### src/rtl/seq_pkg.sv
// ---------------------------------------------------------------------------
// seq_pkg
//   Shared definitions for the serial pattern transmitter and the 1011
//   sequence detector bench that consumes its output.
//
//   Contents:
//     state_e       - transmitter FSM states (IDLE, SHIFT, GAP, DONE)
//     PAT_1011      - default 4-bit pattern recognised by the detector
//     DEF_WIDTH     - default pattern length
//     DEF_GAP_BITS  - default number of zero bits between copies
//     DEF_CNT_W     - default width of the repeat count
//     cnt_width()   - counter width helper, never returns less than 1
// ---------------------------------------------------------------------------
package seq_pkg;

  typedef enum logic [1:0] {
    IDLE  = 2'd0,
    SHIFT = 2'd1,
    GAP   = 2'd2,
    DONE  = 2'd3
  } state_e;

  localparam logic [3:0] PAT_1011 = 4'b1011;

  localparam int DEF_WIDTH    = 4;
  localparam int DEF_GAP_BITS = 0;
  localparam int DEF_CNT_W    = 4;

  // Width needed to hold values 0..n-1. A zero-width counter is not legal,
  // so degenerate cases (n <= 2) collapse to a single bit.
  function automatic int cnt_width(input int n);
    int w;
    w = $clog2(n);
    if (w < 1) begin
      w = 1;
    end
    return w;
  endfunction

endpackage : seq_pkg

### src/rtl/seq_generator_piso_shift.sv
// ---------------------------------------------------------------------------
// piso_shift
//   Parallel-in serial-out shift register. The most significant bit is
//   presented on msb; each shift moves the register left by one and fills
//   the vacated LSB with 0.
//
//   Ports:
//     clk       in   rising-edge clock
//     rst       in   synchronous active-low clear
//     load      in   capture data into the register (wins over shift_en)
//     shift_en  in   shift left by one position
//     data      in   WIDTH-bit parallel load value
//     msb       out  current most significant bit of the register
// ---------------------------------------------------------------------------
module piso_shift #(
  parameter int WIDTH = 4
) (
  input  logic             clk,
  input  logic             rst,
  input  logic             load,
  input  logic             shift_en,
  input  logic [WIDTH-1:0] data,
  output logic             msb
);

  logic [WIDTH-1:0] shReg_q;
  logic [WIDTH-1:0] shReg_d;

  // Load has priority so a reload on the last bit of a copy never gets
  // overridden by a stray shift request in the same cycle.
  always_comb begin
    shReg_d = shReg_q;
    if (load) begin
      shReg_d = data;
    end else if (shift_en) begin
      shReg_d = {shReg_q[WIDTH-2:0], 1'b0};
    end
  end

  always_ff @(posedge clk) begin
    if (!rst) begin
      shReg_q <= '0;
    end else begin
      shReg_q <= shReg_d;
    end
  end

  assign msb = shReg_q[WIDTH-1];

endmodule : piso_shift

### src/rtl/seq_generator.sv
// ---------------------------------------------------------------------------
// seq_generator
//   Serial pattern transmitter. On an accepted start it captures a WIDTH-bit
//   pattern and a repeat count, then sends repeat_cnt+1 copies of the pattern
//   MSB-first, one bit per clock, with GAP_BITS zero bits between copies.
//   A single-cycle done pulse follows the last frame bit.
//
//   Parameters:
//     WIDTH     pattern length in bits (2..16)
//     GAP_BITS  zero bits inserted between consecutive copies (0..15)
//     CNT_W     width of repeat_cnt
//
//   Ports:
//     clk         in   rising-edge clock
//     rst         in   synchronous active-low reset
//     start       in   transmit request, only looked at while idle
//     pattern     in   bits to send, MSB first, captured on start
//     repeat_cnt  in   extra copies to send, captured on start
//     out         out  serial data bit
//     bit_valid   out  high while out carries a frame bit (pattern or gap)
//     busy        out  high for the whole frame
//     done        out  one-cycle pulse after the last frame bit
//
//   Every output is decoded purely from flops (FSM state and shift register
//   MSB), so no input reaches an output combinationally.
// ---------------------------------------------------------------------------
module seq_generator
  import seq_pkg::*;
#(
  parameter int WIDTH    = DEF_WIDTH,
  parameter int GAP_BITS = DEF_GAP_BITS,
  parameter int CNT_W    = DEF_CNT_W
) (
  input  logic             clk,
  input  logic             rst,
  input  logic             start,
  input  logic [WIDTH-1:0] pattern,
  input  logic [CNT_W-1:0] repeat_cnt,
  output logic             out,
  output logic             bit_valid,
  output logic             busy,
  output logic             done
);

  localparam int BIT_W = cnt_width(WIDTH);
  localparam int GAP_W = cnt_width(GAP_BITS + 1);

  localparam logic [BIT_W-1:0] LAST_BIT = BIT_W'(WIDTH - 1);
  localparam logic [GAP_W-1:0] LAST_GAP = GAP_W'((GAP_BITS > 0) ? GAP_BITS - 1 : 0);
  localparam bit               HAS_GAP  = (GAP_BITS > 0);

  state_e           state_q,  state_d;
  logic [BIT_W-1:0] bitCnt_q, bitCnt_d;
  logic [GAP_W-1:0] gapCnt_q, gapCnt_d;
  logic [CNT_W-1:0] copies_q, copies_d;
  logic [WIDTH-1:0] pat_q,    pat_d;

  logic             shLoad;
  logic             shShift;
  logic [WIDTH-1:0] shData;
  logic             shMsb;

  piso_shift #(
    .WIDTH (WIDTH)
  ) u_piso (
    .clk      (clk),
    .rst      (rst),
    .load     (shLoad),
    .shift_en (shShift),
    .data     (shData),
    .msb      (shMsb)
  );

  // State register.
  always_ff @(posedge clk) begin
    if (!rst) begin
      state_q <= IDLE;
    end else begin
      state_q <= state_d;
    end
  end

  // Counter and pattern registers. Cleared on reset so an aborted frame
  // leaves nothing behind for the next one.
  always_ff @(posedge clk) begin
    if (!rst) begin
      bitCnt_q <= '0;
      gapCnt_q <= '0;
      copies_q <= '0;
      pat_q    <= '0;
    end else begin
      bitCnt_q <= bitCnt_d;
      gapCnt_q <= gapCnt_d;
      copies_q <= copies_d;
      pat_q    <= pat_d;
    end
  end

  // Next-state and datapath control.
  // copies_q holds the number of copies still to send after the current one;
  // it is only decremented when a reload actually happens, and a reload only
  // happens while it is non-zero, so it can never wrap.
  // With GAP_BITS = 0 the last bit of a copy reloads the shift register
  // directly, so consecutive copies come out with no bubble.
  always_comb begin
    state_d  = state_q;
    bitCnt_d = bitCnt_q;
    gapCnt_d = gapCnt_q;
    copies_d = copies_q;
    pat_d    = pat_q;
    shLoad   = 1'b0;
    shShift  = 1'b0;
    shData   = pat_q;

    unique case (state_q)
      IDLE: begin
        if (start) begin
          pat_d    = pattern;
          copies_d = repeat_cnt;
          shData   = pattern;
          shLoad   = 1'b1;
          bitCnt_d = '0;
          gapCnt_d = '0;
          state_d  = SHIFT;
        end
      end

      SHIFT: begin
        if (bitCnt_q != LAST_BIT) begin
          shShift  = 1'b1;
          bitCnt_d = bitCnt_q + 1'b1;
        end else if (copies_q != '0) begin
          bitCnt_d = '0;
          if (HAS_GAP) begin
            gapCnt_d = '0;
            state_d  = GAP;
          end else begin
            shLoad   = 1'b1;
            copies_d = copies_q - 1'b1;
          end
        end else begin
          bitCnt_d = '0;
          state_d  = DONE;
        end
      end

      GAP: begin
        if (gapCnt_q == LAST_GAP) begin
          shLoad   = 1'b1;
          copies_d = copies_q - 1'b1;
          gapCnt_d = '0;
          state_d  = SHIFT;
        end else begin
          gapCnt_d = gapCnt_q + 1'b1;
        end
      end

      DONE: begin
        state_d = IDLE;
      end

      default: begin
        state_d = IDLE;
      end
    endcase
  end

  // Output decode (Moore): only SHIFT puts pattern data on the line; GAP
  // drives zeros that still count as frame bits.
  always_comb begin
    out       = 1'b0;
    bit_valid = 1'b0;
    busy      = 1'b0;
    done      = 1'b0;

    unique case (state_q)
      SHIFT: begin
        out       = shMsb;
        bit_valid = 1'b1;
        busy      = 1'b1;
      end
      GAP: begin
        bit_valid = 1'b1;
        busy      = 1'b1;
      end
      DONE: begin
        done = 1'b1;
      end
      default: begin
      end
    endcase
  end

endmodule : seq_generator
### config.mk
export PLATFORM = sky130hd
export DESIGN_NAME = seq_generator
export DESIGN_NICKNAME = d
export VERILOG_FILES = /design/src/rtl/seq_pkg.sv /design/src/rtl/seq_generator_piso_shift.sv /design/src/rtl/seq_generator.sv
export SDC_FILE = /design/constraint.sdc
export NUM_CORES = 1
export LEC_CHECK = 0
export ABC_CLOCK_PERIOD_IN_PS = 1600
export CAP_MARGIN = 25
export CELL_PAD_IN_SITES_DETAIL_PLACEMENT = 1
export CELL_PAD_IN_SITES_GLOBAL_PLACEMENT = 1
export CORE_MARGIN = 8
export CORE_UTILIZATION = 35
export DETAILED_ROUTE_END_ITERATION = 16
export HOLD_SLACK_MARGIN = 0.1
export PLACE_DENSITY = 0.82
export SYNTH_ARGS = -nofsm -noshare
export SYNTH_HDL_FRONTEND = slang
export SYNTH_SLANG_ARGS = --single-unit
### constraint.sdc
create_clock -name clk -period 1.6 [get_ports clk]
set_input_delay 0.48 -clock clk [delete_from_list [all_inputs] [get_ports clk]]
set_output_delay 0.48 -clock clk [all_outputs]
set_load 0.005 [all_outputs]
Yosys cells after proc, flatten, opt, wreduce, memory -nomap -nowiden
Index checks and enable logic that the tools add are counted.
{ "totals": {"ff_bits": 17, "wordCells": 59, "out_inout_bits": 4, "input_bits": 11} }
{ "classes": {"n_reduce_logical": 11, "mux": 30, "n_addsub": 3, "n_eq_ne": 9} }
{ "ops": {"columns": ["cell", "n"], "rows": [
  ["4-bit 2-to-1 mux", 8],
  ["2-bit 2-to-1 mux", 6],
  ["2-bit inequality test (second input constant)", 6],
  ["4-bit one-hot mux with 3 select lines", 1],
  ["1-bit 2-to-1 mux", 11],
  ["2-bit one-hot mux with 4 select lines", 1],
  ["2-bit nonzero test", 3],
  ["5-bit AND reduction", 1],
  ["2-bit == test (second input constant)", 2],
  ["2-bit one-hot mux with 2 select lines", 1],
  ["2-bit AND reduction", 2],
  ["4-bit AND reduction", 1],
  ["4-bit nonzero test", 1],
  ["4-bit by 1-bit subtractor with 4-bit output (second input constant)", 1],
  ["1-bit one-hot mux with 3 select lines", 1],
  ["3-bit nonzero test", 1],
  ["2-bit by 1-bit adder with 2-bit output (second input constant)", 1],
  ["2-bit by 1-bit == test with 1-bit output (second input constant)", 1],
  ["2-bit zero test", 1],
  ["1-bit one-hot mux with 2 select lines", 1],
  ["2-bit OR reduction", 1],
  ["1-bit adder (second input constant)", 1]
]} }

Depth between registers and ports, before layout
Gate-level depths: netlist of the first run.
{ "depth": {"ltp_word": 5, "depth_mapped": 8, "depth_no_buf": 6} }

Modules after synthesis
Synthesis of the first run repeated with hierarchy kept, for this count alone.
{ "unflattened": {"hier_cells": 95, "area_unflattened_um2": 928.4} }
{ "by_module_without_submodules": {"columns": ["module", "seq_area_each_um2", "instances", "cells_each", "area_each_um2"], "rows": [
  ["seq_generator", 240.2, 1, 79, 742.0],
  ["piso_shift", 80.1, 1, 16, 186.4]
]} }

Worst setup path before layout of the first run
OpenSTA, ideal clock, no wires.
{ "synth_timing": {"path_kind": "register -> register", "start": "register state_q[1]", "end": "register copies_q[0]", "period_less_slack_ps": 1673, "t_required_ps": 1474, "arrival_ps": 1547, "n_path_buf": 2, "path_slack_ps": -73, "path_stages_with_launch": 9, "setup_time_ps": 126, "cell_sequence": "dfxtp_1 inv_1 ha_1 buf_6 nor2b_4 buf_6 nor4_4 a21boi_1 o31ai_1"} }
{ "synth_via": {"elab_chain_len": 3, "elab_cells_between_ends": 10, "classes_between": "6 x eq/ne; 1 x mux; 3 x reduce/logical"} }
{ "synth_rtl": {"columns": ["item", "line_no", "source"], "rows": [
  ["start: declaration", "seq_generator.sv:52", "state_e state_q, state_d;"],
  ["start signal: assignment", "seq_generator.sv:79", "state_q <= state_d;"],
  ["2-bit by 1-bit == test with 1-bit output (tied with other cells)", "seq_generator.sv:115", "unique case (state_q)"],
  ["2-bit inequality test (no source line) or 3-bit nonzero test (tied branches)", null, null],
  ["5-bit AND reduction (no source line)", null, null],
  ["end signal: assignment", "seq_generator.sv:94", "copies_q <= copies_d;"],
  ["end: declaration", "seq_generator.sv:55", "logic [CNT_W-1:0] copies_q, copies_d;"]
]} }
Several ways; a longest one is shown, not always the timed one.
A chain may end at the register's enable or synchronous reset.

Worst setup path in the final report of the first run
{ "layout_timing": {"start": "register state_q[0]", "end": "register copies_q[2]"} }
Same word-level chain as after synthesis.

==> results of run 1 <==
## cells in the final DEF (no fill, tap or decap), types with 2 or more instances in the layout
cell	instances
ha_1	3
clkdlybuf4s15_2	2
nand2_1	9
nand3_1	5
mux2_2	3
mux2i_1	3
buf_4	22
ha_4	4
o31ai_1	2
inv_1	6
clkdlybuf4s50_1	10
clkbuf_4	3
o21ai_0	3
dfxtp_2	3
dfxtp_1	13
a32oi_1	2
buf_6	8
nor2_1	9
a21oi_1	5
## through the flow
stage	setup TNS, ps	worst slack, ps	area (um2)	util [%]	total power, W
5_1_grt	-2150	-256	1440	57.7	0.00161
6_report	-1140	-175	1440	57.7	0.00150
4_1_cts	-1190	-196	1360	54.4	0.00140
3_3_place_gp	-2690	-267	1210	48.2	0.00101
2_1_floorplan	0	9.73	937	-	0.000824
3_5_place_dp	-3330	-339	1210	48.2	0.00104
## per-layer routing
layer	track usage (%)	up-vias	wire length [um]
met4	3.92	0	10
met2	24.1	5	1540
li1	-	438	-
met3	3.97	2	57
met5	0	-	0
met1	14.1	431	1150
## critical path, cell delays in order (launching register included)
cell,delay [ps]
dfxtp_2,350
buf_6,110
ha_4,160
buf_6,120
and4bb_2,240
nor4_4,320
buf_4,170
and3_1,160
a31o_2,100
## worst min path at each step
stage	to	start	slack, ps	cells after the start
6_report	pat_q[0]	pat_q[0]	470	2
5_1_grt	pat_q[2]	pat_q[2]	500	2
4_1_cts	pat_q[0]	pat_q[0]	470	2
3_5_place_dp	pat_q[0]	pat_q[0]	460	2
3_3_place_gp	pat_q[3]	pat_q[3]	450	2
2_1_floorplan	pat_q[1]	pat_q[1]	430	2
## power breakdown
| part | switching [W] | internal (W) |
|---|---|---|
| Combinational | 0.000319 | 0.000419 |
| Sequential | 0.0000361 | 0.000450 |
| Clock | 0.000140 | 0.000139 |
## cell type report
cell class                      count  area, um2
Clock buffer                        4       36.3
Multi-Input combinational cell     73        638
Tap cell                           30       37.5
Sequential cell                    16        324
Inverter                            7       28.8
Timing Repair Buffer               42        378
Fill cell                         280       1060
## state kept, by name (all words and copies together), names as in the netlist
register / count
u_piso.shReg_q: 4
bitCnt_q: 2
state_q: 2
pat_q: 4
copies_q: 4
## cell families (layout without fill, tap and decap cells)
| kind of cell | Yosys count | after routing | share of synthesized area [%] |
|---|---|---|---|
| AOI/OAI and AO/OA | 23 | 23 | 17.6 |
| xor gates and xnor gates | 1 | 1 | 0.942 |
| adders and majority gates | 7 | 7 | 9.42 |
| buffers and inverters | 13 | 53 | 7.54 |
| DFF | 16 | 16 | 34.5 |
| muxes | 7 | 7 | 8.08 |
| and+or+nand+nor | 35 | 35 | 21.9 |
## repair_timing
| item | in CTS | in global routing |
|---|---|---|
| pin swaps | 8 | 9 |
| buffers inserted | 6 | 4 |
| resized for setup | 29 | 12 |
| setup endpoints to repair | 13 | 14 |
==> metrics, run 1 <==
I/O Pins=15; Leak=0.602 nW; min cycle time layout=1780 ps; # port buffers=14; Crit path arrival time=2030 ps; Post-synth EDFFs=0; worst slew pin tran=315 ps; crit path from=state_q[0]; DR WL/cell=16.1 um; H-tree depth=1; max_slew headroom=79.0%; initial antenna violation count=0; grt total ovfl=0; post-synth net total=120; min setup slack post-route=-175 ps; VDD IR-drop max=0.725 mV; synth top area cells=dfxtp_1 (34%), ha_1 (9.4%), mux2_2 (4.8%); Final Non-Filler Cells=172; core area=2500 um2; placed cell count=158; CP endpoint=copies_q[2]; Die Y=67.5 um; CP required=1860 ps; CP startpoint kind=register; Critical Path Fanout Max=4; Clock Skew=13.9 ps; clk slew on worst S/H paths=110 ps; Final Hold Vio Count=0; Final setup viols=12; Setup CP Type=reg2reg; count leader, synth=dfxtp_1; share of layout cells above drive strength 1=43.7%; antenna-violating nets left=0; syn avg cell area=9.11 um2; via count=876; flop2flop setup slack=-180 ps; total global-route track usage=13.1%; # diodes=0; Site Rows=18; Ys Warns=0; Hold Path Class=reg2reg; Die X=67.5 um; Root Driver=clkbuf_4; Initial Util=37.2%; Post-CTS Hold Fix Bufs=0; unrepaired setup endpoints after global routing=true; DRT Wirelength=2760 um; synth cell count leaders=dfxtp_1 (16), nor2_1 (10), nand2_1 (9), ha_1 (7), inv_1 (7); Worst setup EP type=register; largest net degree at the start of global routing=11; vias per cell=5.09; Most used DFF post-synth=dfxtp_1; Die Area=4560 um2; Yosys top cell area share=34.5%; Max Freq=563 MHz; clock network latency to the later pin of the worst-skew pair=300 ps; max cap viols=0; Async SR Flop Fraction=0%; routability congestion estimate=0.859; FF-to-FF Start=state_q[0]; Slew Limit Fails=0; vias in the first global route=974; synthesized instance count=102; post-synthesis sequential area ratio=34.5%; #FFs+latches synth=16; Pwr Density=1040 nW/um2; RR Endpoint=copies_q[2]; failing checks=negative setup slack; Worst Reg-to-Reg Cells=8; CTS max path bufs=2; drc violations=0; post-synth top area cell=dfxtp_1; Post-Syn Area=930 um2; post-synth cell types=36; first-pass GRT wire length=4540 um; CTS Buf Count=3; Worst Hold Slack=465 ps; post-DP HPWL=2010 um; drt pass-1 iters=4; status=finished with violations; area grow syn2layout=55.2%; DR iter-0 viols=25; nets=161; CTS tree=done; clk sink count=16; Period Utilization, post-route=111%
(Power assumes the default switching activity.)
==> run 2: changes to the inputs <==
Settings changed: SLEW_MARGIN set to 20.
==> results of run 2 <==
The final DEF is identical to that of run 1; final timing and power are the same.
